File: src/rtl/register_file_sb_if.sv
// Decode/writeback bundle for register_file_sb: read ports, writeback port,
// issue port and the hazard/occupancy status that decode stalls on.
interface register_file_sb_if #(
    parameter int DATA_WIDTH = 64,
    parameter int ADDR_WIDTH = 5
);
    logic [ADDR_WIDTH-1:0] readAddress1;
    logic [ADDR_WIDTH-1:0] readAddress2;
    logic [DATA_WIDTH-1:0] regData1;
    logic [DATA_WIDTH-1:0] regData2;
    logic [ADDR_WIDTH-1:0] writeAddress;
    logic [DATA_WIDTH-1:0] writeData;
    logic                  regWrite;
    logic                  issueValid;
    logic                  issueWrites;
    logic [ADDR_WIDTH-1:0] issueDest;
    logic                  hazard1;
    logic                  hazard2;
    logic                  wawHazard;
    logic [ADDR_WIDTH:0]   busyCount;

    // Pipeline side: decode drives reads/issue, writeback drives the write port.
    modport master (
        output readAddress1, readAddress2, writeAddress, writeData, regWrite,
               issueValid, issueWrites, issueDest,
        input  regData1, regData2, hazard1, hazard2, wawHazard, busyCount
    );

    // Register file side.
    modport slave (
        input  readAddress1, readAddress2, writeAddress, writeData, regWrite,
               issueValid, issueWrites, issueDest,
        output regData1, regData2, hazard1, hazard2, wawHazard, busyCount
    );
endinterface

File: src/rtl/register_file_sb.sv
// 2-read/1-write register file with hardwired zero register, optional
// writeback-to-read bypass, and a busy-bit issue scoreboard for RAW/WAW stalls.
module register_file_sb #(
    parameter int DATA_WIDTH = 64,
    parameter int ADDR_WIDTH = 5,
    parameter int ZERO_REG   = 31,
    parameter int BYPASS     = 1
) (
    input logic               clk,
    input logic               reset,
    register_file_sb_if.slave bus
);
    localparam int DEPTH = 2 ** ADDR_WIDTH;
    localparam logic [ADDR_WIDTH-1:0] ZERO_ADDR = ADDR_WIDTH'(ZERO_REG);

    logic [DATA_WIDTH-1:0] r_regs [DEPTH];
    logic [DEPTH-1:0]      r_busy;

    logic                  w_wr_en;
    logic                  w_iss_en;
    logic                  w_byp1;
    logic                  w_byp2;
    logic [DEPTH-1:0]      w_busy_next;
    logic [ADDR_WIDTH:0]   w_busy_count;

    // Qualified write/issue strobes; anything aimed at XZR is dropped.
    assign w_wr_en  = bus.regWrite && (bus.writeAddress != ZERO_ADDR);
    assign w_iss_en = bus.issueValid && bus.issueWrites && (bus.issueDest != ZERO_ADDR);

    // Same-cycle writeback match per read port (only when forwarding is built in).
    assign w_byp1 = (BYPASS != 0) && bus.regWrite && (bus.writeAddress == bus.readAddress1);
    assign w_byp2 = (BYPASS != 0) && bus.regWrite && (bus.writeAddress == bus.readAddress2);

    // Register array: async clear, then writeback.
    // NOTE: the array is cleared in reset because software relies on every
    // register reading 0 after reset; this forces flops rather than a RAM macro.
    always_ff @(posedge clk or posedge reset) begin
        if (reset) begin
            for (int i = 0; i < DEPTH; i++) begin
                r_regs[i] <= '0;
            end
        end else if (w_wr_en) begin
            r_regs[bus.writeAddress] <= bus.writeData;
        end
    end

    // Next busy vector: writeback clears first, issue sets last so a new
    // producer issued on the same edge as the old one retires keeps it busy.
    // NOTE: defaulting w_busy_next before the conditional updates keeps this
    // block purely combinational; blocking '=' is right here, '<=' in always_ff.
    always_comb begin
        w_busy_next = r_busy;
        if (w_wr_en) begin
            w_busy_next[bus.writeAddress] = 1'b0;
        end
        if (w_iss_en) begin
            w_busy_next[bus.issueDest] = 1'b1;
        end
    end

    // Busy vector state.
    always_ff @(posedge clk or posedge reset) begin
        if (reset) begin
            r_busy <= '0;
        end else begin
            r_busy <= w_busy_next;
        end
    end

    // Occupancy: population count of the current busy vector.
    always_comb begin
        w_busy_count = '0;
        for (int i = 0; i < DEPTH; i++) begin
            w_busy_count = w_busy_count + (ADDR_WIDTH + 1)'(r_busy[i]);
        end
    end

    // Read data: XZR first, then forwarded writeback, then stored value.
    always_comb begin
        bus.regData1 = r_regs[bus.readAddress1];
        if (bus.readAddress1 == ZERO_ADDR) begin
            bus.regData1 = '0;
        end else if (w_byp1) begin
            bus.regData1 = bus.writeData;
        end
        bus.regData2 = r_regs[bus.readAddress2];
        if (bus.readAddress2 == ZERO_ADDR) begin
            bus.regData2 = '0;
        end else if (w_byp2) begin
            bus.regData2 = bus.writeData;
        end
    end

    // Hazards: a retiring producer that is forwarded no longer blocks the read;
    // WAW is masked by a same-cycle writeback to the destination.
    assign bus.hazard1 = r_busy[bus.readAddress1] && (bus.readAddress1 != ZERO_ADDR) && !w_byp1;
    assign bus.hazard2 = r_busy[bus.readAddress2] && (bus.readAddress2 != ZERO_ADDR) && !w_byp2;
    assign bus.wawHazard = w_iss_en && r_busy[bus.issueDest]
                           && !(bus.regWrite && (bus.writeAddress == bus.issueDest));
    assign bus.busyCount = w_busy_count;
endmodule

File: src/flat_wrapper.sv
// flat-port wrapper written by rule: the top's interface ports become plain ports
module register_file_sb_flat 
#(
    parameter int DATA_WIDTH = 64,
    parameter int ADDR_WIDTH = 5,
    parameter int ZERO_REG   = 31,
    parameter int BYPASS     = 1
)
  (clk, reset, bus_readAddress1, bus_readAddress2, bus_writeAddress, bus_writeData, bus_regWrite, bus_issueValid, bus_issueWrites, bus_issueDest, bus_regData1, bus_regData2, bus_hazard1, bus_hazard2, bus_wawHazard, bus_busyCount);
  register_file_sb_if #(.DATA_WIDTH(DATA_WIDTH), .ADDR_WIDTH(ADDR_WIDTH)) bus_i ();
  input logic clk;
  input logic reset;
  input wire logic [$bits(bus_i.readAddress1)-1:0] bus_readAddress1;
  input wire logic [$bits(bus_i.readAddress2)-1:0] bus_readAddress2;
  input wire logic [$bits(bus_i.writeAddress)-1:0] bus_writeAddress;
  input wire logic [$bits(bus_i.writeData)-1:0] bus_writeData;
  input wire logic [$bits(bus_i.regWrite)-1:0] bus_regWrite;
  input wire logic [$bits(bus_i.issueValid)-1:0] bus_issueValid;
  input wire logic [$bits(bus_i.issueWrites)-1:0] bus_issueWrites;
  input wire logic [$bits(bus_i.issueDest)-1:0] bus_issueDest;
  output wire logic [$bits(bus_i.regData1)-1:0] bus_regData1;
  output wire logic [$bits(bus_i.regData2)-1:0] bus_regData2;
  output wire logic [$bits(bus_i.hazard1)-1:0] bus_hazard1;
  output wire logic [$bits(bus_i.hazard2)-1:0] bus_hazard2;
  output wire logic [$bits(bus_i.wawHazard)-1:0] bus_wawHazard;
  output wire logic [$bits(bus_i.busyCount)-1:0] bus_busyCount;
  assign bus_i.readAddress1 = bus_readAddress1;
  assign bus_i.readAddress2 = bus_readAddress2;
  assign bus_i.writeAddress = bus_writeAddress;
  assign bus_i.writeData = bus_writeData;
  assign bus_i.regWrite = bus_regWrite;
  assign bus_i.issueValid = bus_issueValid;
  assign bus_i.issueWrites = bus_issueWrites;
  assign bus_i.issueDest = bus_issueDest;
  assign bus_regData1 = bus_i.regData1;
  assign bus_regData2 = bus_i.regData2;
  assign bus_hazard1 = bus_i.hazard1;
  assign bus_hazard2 = bus_i.hazard2;
  assign bus_wawHazard = bus_i.wawHazard;
  assign bus_busyCount = bus_i.busyCount;
  register_file_sb #(.DATA_WIDTH(DATA_WIDTH), .ADDR_WIDTH(ADDR_WIDTH), .ZERO_REG(ZERO_REG), .BYPASS(BYPASS)) u_core (.clk(clk), .reset(reset), .bus(bus_i));
endmodule
File: config.mk
export PLATFORM = sky130hd
export DESIGN_NAME = register_file_sb_flat
export DESIGN_NICKNAME = d
export VERILOG_FILES = /design/src/rtl/register_file_sb_if.sv /design/src/rtl/register_file_sb.sv /design/src/flat_wrapper.sv
export SDC_FILE = /design/constraint.sdc
export NUM_CORES = 2
export LEC_CHECK = 0
export CORE_ASPECT_RATIO = 0.8
export CORE_MARGIN = 5
export CORE_UTILIZATION = 58
export DETAILED_ROUTE_END_ITERATION = 10
export DONT_BUFFER_PORTS = 1
export PLACE_DENSITY = 0.76
export SLEW_MARGIN = 20
export SYNTH_ARGS = -nofsm -noshare
export SYNTH_HDL_FRONTEND = slang
export SYNTH_SLANG_ARGS = --single-unit
File: constraint.sdc
create_clock -name clk -period 62.1 [get_ports clk]
set_input_delay 6.21 -clock clk [delete_from_list [all_inputs] [get_ports clk]]
set_output_delay 6.21 -clock clk [all_outputs]
set_load 0.01 [all_outputs]
==> results by group <==
GRT
  • Largest net degree at the start of global routing: 530
  • Gr ovfl total: 0
  • First-pass GRT wire length: approximately 530 mm
  • Total GRT Usage: about a third
  • Vias in the first global route: roughly 78000
  • Initial antenna violation count: 2

Outcome
  • Failing checks: max-slew violations
  • Status: finished, violations left

Yosys
  • FFs w/ async S/R, synth: 100%
  • Cell area after synthesis: between 100000 and 150000 µm²
  • Synthesized Nets: about 8200
  • Syn avg cell area: between 10 and 15 µm²
  • Synth Warn #: 0
  • Prevailing post-synth register cell: dfrtp_1
  • Sequential share of the synthesized area: a little under half
  • EDFF count, synth: 0
  • Syn Inst Count: a little over 8000
  • Synth Register Bits: around 2100
  • Synth unique cells: 52

Clock network
  • Clk slew on worst S/H paths: 0.06 ns
  • Hold Buf Count CTS: 0
  • Clock root cell: clkbuf_16
  • Inserted Clock Buffers: between 200 and 250
  • Clock sinks: around 2100
  • Clock Latency Late Sink: roughly 0.86 ns
  • Post_cts resized: 0
  • CTS tree: built
  • Post-CTS Setup Bufs: 0
  • H-tree depth: 4
  • Clk buf depth: 3

Timing
  • Final slew viol count: 204
  • Worst Clk Skew: 0 ns
  • Final Setup Violations: 0
  • Min setup slack post-route: between 40 and 50 ns
  • Fin Setup TNS: 0 ns
  • Min cycle time layout: approximately 17 ns
  • Endpoints failing hold: 0
  • Max-slew headroom: -16.8%
  • Worst slew pin tran: ~1.8 ns
  • FMAX: between 60 and 70 MHz
  • RSZ-0062 raised after global routing: false
  • Crit share post-route: about a quarter

Die
  • # rows: roughly 140
  • Die area: 203000 µm²
  • Die height: 404 µm
  • Starting Density: about three fifths
  • Die width: about 500 µm
  • Placeable Area: 193000 µm²
  • Ports: between 200 and 250

Cells and area
  • Area delta synth->final: 6.07%
  • Final core utilization: roughly three fifths
  • Fraction of layout cells with a size suffix above 1: around 43%
  • Nets: between 7000 and 8000

Detailed routing
  • Violation count after the first detailed-route iteration: 8930
  • # DRC: 0
  • Via count: 75900
  • Wirelength, routed: roughly 360 mm
  • Vias/cell: about 7.5
  • Final ANT Viol Nets: 0
  • Post-DR wirelength/cell: 35.3 µm
  • Drt first pass iters: 6

Pwr
  • Pwr Density: about 34 nW/µm²
  • Leak Pwr: 0.0515 µW
  • VDD IR max: roughly 0.074 mV

Worst setup path
  • CP Max Fanout: 469
  • Crit path launch type: input pin
  • Sequence of cells on the critical path: inv_6, o221ai_1, nor3_4, buf_4, buf_4, a32o_1
  • CP max stage delay: 1.12 ns
  • Setup crit end kind: output port
  • Critical Path RT: 55.89 ns
  • Worst EP arrival: 10.39 ns
  • Crit path top cell by count: buf_4
  • Critical path class: in -> out
  • Crit-path slowest cell: inv_6

Placed design
  • DP Worst Slack: 46.15 ns
  • IO buf count: 0
  • Gpl congestion: slightly below 0.9
  • Final HPWL DP: around 180 mm

Min path
  • Min-Delay Path Class: reg -> reg

Flow run
  • Number of max-cap violations: 0
## layer usage
metal,part of all wire [%],GRT usage [%],up-vias
met5,0.0045,0,-
met4,5.5,16.4,2
met3,11,10.1,1137
met2,45,52.2,4677
met1,39,47.8,40400
li1,-,-,29700
## metrics by stage
stage          total power (µW)  std cells  hold slack [ns]  area, µm²
3_3_place_gp               2700       9743            0.384     113000
2_1_floorplan              2580       8043            0.450     113000
6_report                   4060      10100            0.401     120000
5_1_grt                    4220      10100            0.409     120000
3_5_place_dp               2760       9743            0.391     113000
4_1_cts                    4050      10100            0.405     120000
## worst max-delay path, delay by kind of cell
family / cells / cell delay (ns)
AO/OA/AOI/OAI: 2 / 0.86
buffers and inverters: 3 / 2.51
AND/OR/NAND/NOR: 1 / 0.25
## report_power, final
group	leakage (µW)	switching [µW]	internal, µW
registers	0.0266	196	1610
logic	0.0214	408	535
clock network	0.00346	555	749
total	0.0515	1160	2900
## layout make-up
class	count	area, µm²
Clock buffer	317	6240
Multi-Input combinational cell	4939	56200
Tap cell	2555	3200
Timing Repair Buffer	105	873
Antenna cell	1	2.50
Fill cell	14000	73400
Clock inverter	57	759
Inverter	64	254
Sequential cell	2080	52000
## flip-flops by register name, indices dropped and copies added (netlist names)
name,flops
u_core.r_busy,32
u_core.r_regs,2048
## Yosys cell counts (15+ instances only)
library cell,count,area [µm²]
mux2_2,2110,23800
dfrtp_1,2080,52000
mux4_2,658,14800
mux2i_1,655,6560
clkbuf_1,460,1730
buf_2,370,1850
a21oi_1,267,1340
o221ai_1,261,2290
nor2b_1,134,838
a211oi_1,128,961
a32o_1,128,1280
o22ai_1,128,801
o21ai_0,127,636
o31ai_1,127,953
buf_4,69,518
inv_1,60,225
nand2_1,39,146
buf_6,33,372
nor2_1,30,113
buf_1,26,97.6
fa_1,24,480
o21ai_1,24,120
nand3_1,15,75.1
## cells by family (layout without fill, tap and decap cells)
logic type	Yosys count	after routing	share of synthesized area [%]
fa+ha+maj	32	32	0.515
compound gates	1222	1222	7.67
flops	2080	2080	46.2
xor+xnor	11	11	0.0855
other cells	0	1	0
mux	3423	3423	40.0
simple gates	251	251	1.23
buf+inv	1024	543	4.28
## worst paths after layout
check / startpoint / endpoint / slack [ns] / depth (start not counted)
worst min register to register: u_core.r_regs[32] / u_core.r_regs[32] / 0.40 / 0
worst max register to register: u_core.r_busy[24] / u_core.r_busy[24] / 61.25 / 2
worst max-delay path: bus_readAddress2[0] / bus_regData2[37] / 45.50 / 6
max in group asynchronous: reset / u_core.r_regs[1891] / 52.41 / 6
worst min-delay path: u_core.r_regs[32] / u_core.r_regs[32] / 0.40 / 0
min in group asynchronous: reset / u_core.r_regs[1728] / 5.12 / 1
## layout by cell type, fill, tap and decap left out, types with 16 or more instances in the layout
cell type	Yosys	final
a211oi_1	128	128
a21oi_1	267	267
a32o_1	128	128
buf_4	69	94
clkbuf_1	460	45
clkbuf_16	0	207
clkbuf_8	0	65
clkinv_2	0	26
dfrtp_1	2080	2080
fa_1	24	24
inv_1	60	57
mux2_2	2110	2110
mux2i_1	655	655
mux4_2	658	658
nand2_1	39	28
nor2_1	30	16
nor2b_1	134	132
o21ai_0	127	127
o21ai_1	24	24
o221ai_1	261	261
o22ai_1	128	128
o31ai_1	127	127
Note: power is estimated with default switching activity, not from simulation.
